===== config.mk =====
export PLATFORM = sky130hd
export DESIGN_NAME = nba_round_ctrl
export DESIGN_NICKNAME = d
export VERILOG_FILES = /design/src/rtl/nba_round_ctrl.sv
export SDC_FILE = /design/constraint.sdc
export NUM_CORES = 1
export LEC_CHECK = 0
export ABC_CLOCK_PERIOD_IN_PS = 6000
export CAP_MARGIN = 30
export CORE_MARGIN = 8
export CORE_UTILIZATION = 56
export CTS_CLUSTER_SIZE = 12
export DETAILED_ROUTE_END_ITERATION = 6
export PLACE_DENSITY = 0.86
export SKIP_CTS_REPAIR_TIMING = 1
export SYNTH_ARGS = -nofsm -noshare
export SYNTH_HDL_FRONTEND = slang
export SYNTH_SLANG_ARGS = --single-unit

===== constraint.sdc =====
create_clock -name clk -period 6 [get_ports clk]
set_input_delay 1.8 -clock clk [delete_from_list [all_inputs] [get_ports clk]]
set_output_delay 1.8 -clock clk [all_outputs]
set_load 0.01 [all_outputs]

===== src/rtl/nba_round_ctrl.sv =====
// Batch round sequencer: loads answers, pulses per-round reset, gathers stats.
// Optional per-round cnt log enabled with `define ROUND_LOG_EN.
module nba_round_ctrl #(
   parameter int TIMEOUT = 200,
   parameter int ADDR_W  = 10
) (
   input  logic              clk,
   input  logic              reset,
   input  logic              start,
   input  logic [10:0]       num_round,
   output logic [ADDR_W-1:0] ans_addr,
   input  logic [15:0]       ans_data,
   output logic [15:0]       answer,
   output logic              round_rst_n,
   input  logic [15:0]       cnt,
   input  logic              correct,
   output logic              busy,
   output logic              done,
   output logic [23:0]       total_cnt,
   output logic [10:0]       fail_cnt,
   output logic [15:0]       max_cnt
`ifdef ROUND_LOG_EN
   ,
   input  logic [ADDR_W-1:0] rd_addr,
   output logic [15:0]       rd_data
`endif
);

   localparam logic [2:0] IDLE   = 3'd0;
   localparam logic [2:0] LOAD   = 3'd1;
   localparam logic [2:0] ARM    = 3'd2;
   localparam logic [2:0] RUN    = 3'd3;
   localparam logic [2:0] RECORD = 3'd4;
   localparam logic [2:0] DONE   = 3'd5;

   localparam int          MAXR = 2 ** ADDR_W;
   localparam logic [16:0] TO   = 17'(TIMEOUT);

   logic [2:0]        state;
   logic [2:0]        nxt;
   logic [ADDR_W-1:0] idx;
   logic [ADDR_W-1:0] last;
   logic [15:0]       cap;
   logic              cap_fail;
   logic              cnt_hit;
   logic              finish;
   logic [24:0]       sum;
   logic [23:0]       sum_sat;
   int                nr_clamp;

   assign cnt_hit  = {1'b0, cnt} >= TO;
   assign finish   = correct | cnt_hit;
   assign sum      = {1'b0, total_cnt} + {9'd0, cap};
   assign sum_sat  = sum[24] ? 24'hFFFFFF : sum[23:0];
   assign nr_clamp = (int'(num_round) > MAXR) ? MAXR : int'(num_round);

   assign ans_addr = idx;
   assign busy     = (state == LOAD) | (state == ARM) |
                     (state == RUN)  | (state == RECORD);
   assign done     = (state == DONE);

   always_comb begin
      nxt = state;
      unique case (state)
         IDLE, DONE: begin
            if (start)
               nxt = (num_round == 11'd0) ? DONE : LOAD;
         end
         LOAD:    nxt = ARM;
         ARM:     nxt = RUN;
         RUN:     nxt = finish ? RECORD : RUN;
         RECORD:  nxt = (idx == last) ? DONE : LOAD;
         default: nxt = IDLE;
      endcase
   end

   always_ff @(posedge clk or negedge reset) begin
      if (!reset) begin
         state       <= IDLE;
         idx         <= '0;
         last        <= '0;
         answer      <= '0;
         round_rst_n <= 1'b0;
         cap         <= '0;
         cap_fail    <= 1'b0;
         total_cnt   <= '0;
         fail_cnt    <= '0;
         max_cnt     <= '0;
      end else begin
         state       <= nxt;
         // Registered from next state so the low pulse lines up with ARM.
         round_rst_n <= (nxt != ARM);
         unique case (state)
            IDLE, DONE: begin
               if (start) begin
                  idx       <= '0;
                  last      <= ADDR_W'(nr_clamp - 1);
                  total_cnt <= '0;
                  fail_cnt  <= '0;
                  max_cnt   <= '0;
               end
            end
            LOAD: answer <= ans_data;
            RUN: begin
               if (finish) begin
                  cap      <= cnt;
                  cap_fail <= ~correct;
               end
            end
            RECORD: begin
               total_cnt <= sum_sat;
               if (cap > max_cnt)
                  max_cnt <= cap;
               if (cap_fail)
                  fail_cnt <= fail_cnt + 11'd1;
               if (idx != last)
                  idx <= idx + 1'b1;
            end
            default: ;
         endcase
      end
   end

`ifdef ROUND_LOG_EN
   logic [15:0] log_mem [MAXR];

   always_ff @(posedge clk) begin
      if (state == RECORD)
         log_mem[idx] <= cap;
      rd_data <= log_mem[rd_addr];
   end
`endif

endmodule


==> results of run 1 <==
[Yosys cell counts (4+ instances only)]
library cell / n / area share (%)
dfrtp_1: 108 / 44
mux2_1: 25 / 4.6
and3_1: 10 / 1.0
nand2_1: 88 / 5.4
o21ai_0: 14 / 1.1
clkbuf_1: 9 / 0.55
a21oi_1: 24 / 1.9
a31oi_1: 6 / 0.61
nor4_1: 5 / 0.51
inv_1: 41 / 2.5
ha_1: 35 / 7.1
nand4_1: 8 / 0.81
a211oi_1: 9 / 1.1
mux2_2: 7 / 1.3
buf_2: 5 / 0.41
o21ai_1: 23 / 1.9
xor2_1: 31 / 4.4
nor3_1: 7 / 0.57
nor2_1: 47 / 2.9
or3_1: 5 / 0.51
nand3_1: 16 / 1.3
o31ai_1: 4 / 0.49
xnor2_1: 11 / 1.6
a21o_1: 12 / 1.5
mux2i_1: 19 / 3.1
[layer usage]
| metal | vias to the layer above | global-route usage, % | part of all wire (%) |
|---|---|---|---|
| li1 | 2475 | - | - |
| met1 | 2566 | 25.9 | 40 |
| met2 | 208 | 37.1 | 49 |
| met3 | 36 | 5.82 | 8.2 |
| met4 | 0 | 9.29 | 2.5 |
| met5 | - | 0 | 0 |
[cells by family after synthesis]
logic type / after synthesis / synth area share [%]
flops: 108 / 43.8
fa+ha+maj: 36 / 7.43
mux: 51 / 8.93
buf+inv: 60 / 4.12
simple gates: 213 / 17.0
compound gates: 120 / 12.7
xor+xnor: 42 / 5.97
[cell type report]
| cell class | instances | share of cell area (%) |
|---|---|---|
| Clock buffer | 12 | 1.99 |
| Timing Repair Buffer | 132 | 16.8 |
| Inverter | 41 | 1.98 |
| Multi-Input combinational cell | 462 | 41.2 |
| Clock inverter | 4 | 1.03 |
| Sequential cell | 108 | 34.7 |
| Tap cell | 140 | 2.25 |
[cells in the final DEF (no fill, tap or decap), types with 4 or more instances in the layout]
cell             instances
a211oi_1                 9
a21o_1                  12
a21oi_1                 24
a31oi_1                  6
and3_1                  10
buf_4                    7
clkbuf_8                11
clkdlybuf4s50_1        125
dfrtp_1                108
ha_1                    35
inv_1                   41
mux2_1                  25
mux2_2                   7
mux2i_1                 19
nand2_1                 88
nand3_1                 16
nand4_1                  8
nor2_1                  47
nor3_1                   7
nor4_1                   5
o21ai_0                 14
o21ai_1                 23
o31ai_1                  4
or3_1                    5
xnor2_1                 11
xor2_1                  31
[through the flow]
step                std cells  setup slack (ns)  hold slack [ns]
floorplan                 630              2.55            0.463
global placement          883              1.61            0.466
detailed placement        883              1.52            0.474
CTS                       899              1.92            0.499
global route              899              1.79            0.514
finish                    899              1.87            0.496
[registers in the layout, summed over array words and instances (netlist names)]
signal and cells:
cap_fail 1, total_cnt 24, answer 16, ans_addr 10
state 3, max_cnt 16, cap 16, round_rst_n 1
fail_cnt 11, last 10
[power by group through the flow]
stage | registers [mW] | clock network [mW] | logic, mW
after floorplan | 1.24 | 0 | 1.16
after global placement | 1.25 | 0 | 1.77
after detailed placement | 1.26 | 0 | 1.85
after CTS | 1.25 | 0.523 | 1.86
after global routing | 1.28 | 0.551 | 2.05
final | 1.25 | 0.519 | 1.85
[critical path, delay by kind of cell]
family,cells,cell delay [ns]
simple gates,2,0.88
compound gates,2,0.87
buf+inv,1,0.42
mux,1,0.41
[how the worst max path moves through the flow]
stage / endpoint / slack, ns / cells after the start
global placement: cap[3]$_DFFE_PN0P_ / 1.61 / 6
global route: cap[9]$_DFFE_PN0P_ / 1.79 / 6
detailed placement: cap[9]$_DFFE_PN0P_ / 1.52 / 6
floorplan: cap[10]$_DFFE_PN0P_ / 2.55 / 7
CTS: cap[9]$_DFFE_PN0P_ / 1.92 / 6
finish: cap[9]$_DFFE_PN0P_ / 1.87 / 6
==> metrics, run 1 <==
status=completed; Starting Density=57.1%; Seq cells post-synth=108; synthesized net count=713; Fin Setup TNS=0 ns; CTS tree=yes; P&R area growth vs syn=26.2%; Pleak=3.50 nW; Cell Rows=38; Seq/Total Area, Yosys=43.8%; overflow left after global routing=0; Worst R2R Path Depth=9; worst-margin pin slew=0.995 ns; clock share of power=14.3%; n_diodes=0; global placement routability congestion=0.930; unrepaired setup endpoints after global routing=no; Post-Syn Instances=630; ys flop type=dfrtp_1; worst skew pair latency=0.38 ns; Max clock buf depth=2; Flop pwr share=34.6%; Final Hold Viols=0; Peak Freq=242 MHz; Total Routing Usage GR=21.9%; Die X=121 µm; switching share of power=41.0%; WHS Path Cells=1; Die Ht=121 µm; Post-synth ARST share=100%; Critical Path Source=cnt[4]; Post-synth EDFFs=0; num ports=127; Worst path max stage delay=0.76 ns; fill count=787; Net Sw Power=1.49 mW; Placed Area=7540 µm²; Slowest cell on crit path=nand3b_1; number of routed nets with antenna violations=0; Worst R2R Setup Slack=3.02 ns; final core utilization=72.1%; CTS sink count=108; Mapped Area=6160 µm²; IO buf count=126; Req. time, crit path=6.25 ns; crit-path max FO=19; Worst-path clk slew=0.10 ns; Placeable Area=10800 µm²; Cell Chain, Critical Path=clkdlybuf4s50_1 > o311ai_1 > nand3_1 > o41a_1 > nand3b_1 > mux2_1; TritonCTS Buffers=9; Worst Path Arrival=4.39 ns; drt wl/cell=17.5 µm; min-delay worst type=reg2reg; final wirelength=15.8 mm; final period utilization=68.9%; post-layout min period=4.13 ns; Total Power=3.62 mW; 1st-iter DRT viols=348; internal power=2.14 mW; Seq. cell area=2700 µm²; layout cells sized above 1=5.53%; initial antenna violation count=0; design area=7780 µm²; Logic pwr share=51.1%; Max VDD drop=0.257 mV; crit start category=primary input; Layout Nets=837; DR pass1 iterations=7; # setup viols final=0; Layout Skew=0.0107 ns; number of global-route vias before repair=5430; reg2reg end=total_cnt[19]$_DFFE_PN0P_; post-DP HPWL=12.0 mm; post-synth cell types=67; largest net degree at the start of global routing=71; routed vias=5285; Final Max Slew Viols=0; DR vias/cell=5.88; Avg Inst Size Synth=9.79 µm²; first-pass GRT wire length=26.0 mm; DRC=0; WS Path Type=in2reg; worst r2r src=total_cnt[0]$_DFFE_PN0P_; area of the multi-input gates=3210 µm²; clock root cell=clkbuf_8; power density over the cells=466 nW/µm²; Hold Path Sink=answer[11]$_DFFE_PN0P_; max_cap viols=0; DIE AREA=14600 µm²; Synth Warn #=0; Hold Startpoint=answer[11]$_DFFE_PN0P_; # H-tree levels=3; Rel. slew slack=33.5%; Worst Setup End Kind=flip-flop
(Power assumes the default switching activity.)
==> inputs of run 2 (changes only) <==
Settings changed: ABC_CLOCK_PERIOD_IN_PS 6000 to 4150, CORE_UTILIZATION 56 to 52, PLACE_DENSITY 0.86 to 0.81.
Clock period 6 ns to 4.15 ns, I/O delays scaled along.
==> run 2 against run 1 <==
  * Sequential share of layout area fell by 0.59 points
  * Routed wire length increased by 1.6%
  * Die area grew 6.7%
  * Largest cell class unchanged
  * Worst setup slack got worse by 0.86 ns
  * Via count down 2.1%
  * Non-clock buffer count up 3
  * Combinational power up 44%
==> metrics, run 2 (synthesized netlist as in run 1, its figures left out) <==
status=completed; Total Routing Usage GR=20.4%; commonest non-fill, non-tap cell in the layout=clkdlybuf4s50_1; max reg flops=24; post-layout min period=3.14 ns; Total Power=5.42 mW; Max clock buf depth=2; clock root cell=clkbuf_16; Rel. slew slack=46.8%; worst r2r src=total_cnt[0]$_DFFE_PN0P_; Starting Density=53.5%; max_cap viols=0; power density over the cells=685 nW/µm²; crit-path max FO=18; number of routed nets with antenna violations=0; crit start category=primary input; Logic pwr share=49.2%; post-DP HPWL=12.0 mm; Cell Rows=39; DRC=0; overflow left after global routing=0; unrepaired setup endpoints after global routing=no; num ports=127; CTS tree=yes; # setup viols final=0; TritonCTS Buffers=9; Peak Freq=319 MHz; layout cells sized above 1=5.91%; Worst-path clk slew=0.07 ns; # H-tree levels=3; switching share of power=39.9%; Placed Area=7600 µm²; drt wl/cell=17.7 µm; Net Sw Power=2.17 mW; IO buf count=126; WHS Path Cells=1; clock share of power=17.1%; Flop pwr share=33.7%; Placeable Area=11500 µm²; design area=7910 µm²; Worst R2R Path Depth=9; Top reg by flops=total_cnt; CTS sink count=108; initial antenna violation count=0; final std cells w/o fill=905; min-delay worst type=reg2reg; Layout Skew=0.00697 ns; internal power=3.26 mW; reg2reg end=total_cnt[21]$_DFFE_PN0P_; Req. time, crit path=4.38 ns; largest net degree at the start of global routing=51; worst skew pair latency=0.35 ns; dpl cells=889; Worst Path Arrival=3.37 ns; Fin Setup TNS=0 ns; Hold Startpoint=answer[11]$_DFFE_PN0P_; DR vias/cell=5.72; global placement routability congestion=0.849; DIE AREA=15600 µm²; final period utilization=75.6%; Final Max Slew Viols=0; Worst Setup End Kind=flip-flop; routed vias=5176; Max VDD drop=0.410 mV; 1st-iter DRT viols=372; DR pass1 iterations=5; Worst R2R Setup Slack=1.22 ns; first-pass GRT wire length=26.2 mm; Hold Path Sink=answer[11]$_DFFE_PN0P_; P&R area growth vs syn=28.4%; WS Path Type=in2reg; Layout Nets=840; worst-margin pin slew=0.796 ns; Die X=125 µm; number of global-route vias before repair=5250; Pleak=3.56 nW; Final Hold Viols=0; commonest cells after routing, fill and taps aside=125 x clkdlybuf4s50_1, 108 x dfrtp_1, 88 x nand2_1; final wirelength=16.0 mm; Die Ht=125 µm; n_diodes=0
[run 2: cell count changes in the layout (fill, tap and decap cells not counted)]
cell,change
inv_8,-1
clkbuf_8,-11
buf_16,+1
inv_6,+1
buf_4,+1
clkbuf_16,+9
clkinv_2,+2
buf_8,+1
[run 2: worst max-delay path by stage]
stage | startpoint | end | slack [ns] | depth (start not counted)
after floorplan | cnt[9] | cap[10]$_DFFE_PN0P_ | 1.26 | 7
final | cnt[9] | cap[2]$_DFFE_PN0P_ | 1.01 | 7
after detailed placement | cnt[5] | cap[2]$_DFFE_PN0P_ | 0.65 | 7
after global routing | cnt[9] | cap[0]$_DFFE_PN0P_ | 0.88 | 7
after CTS | cnt[5] | cap[2]$_DFFE_PN0P_ | 1.01 | 7
after global placement | cnt[5] | cap[4]$_DFFE_PN0P_ | 0.73 | 7
[run 2: metrics by stage]
step                      setup slack (ns)  hold WS (ns)  utilization, %
after floorplan                       1.26         0.463               -
after global placement               0.727         0.468            65.6
after detailed placement             0.650         0.474            66.0
after CTS                             1.01         0.490            68.7
after global routing                 0.875         0.495            68.7
final                                 1.01         0.489            68.7
[run 2: area by class of cell]
class / instances / area (µm²)
Clock inverter: 6 / 87.6
Timing Repair Buffer: 135 / 1350
Clock buffer: 10 / 229
Inverter: 41 / 154
Tap cell: 143 / 179
Fill cell: 873 / 3600
Sequential cell: 108 / 2700
Multi-Input combinational cell: 462 / 3210
[run 2: power groups by stage]
stage | sequential (mW) | clock (mW) | combinational, mW
2_1_floorplan | 1.79 | 0 | 1.68
5_1_grt | 1.89 | 0.979 | 2.94
6_report | 1.83 | 0.925 | 2.67
3_5_place_dp | 1.84 | 0 | 2.66
4_1_cts | 1.83 | 0.942 | 2.68
3_3_place_gp | 1.81 | 0 | 2.55
[run 2: metal layers]
layer	up-vias	track usage [%]	wire, µm
met5	-	0	0
met4	0	7.88	306
met3	18	4.07	918
met2	171	34.6	7900
met1	2504	25.1	6890
li1	2483	-	-
[run 2: critical path, cell delays in order]
cell	delay [ns]
clkdlybuf4s50_1	0.43
nor4_1	0.42
nand3_1	0.12
o41a_1	0.37
nand3b_1	0.15
buf_4	0.27
mux2_1	0.36
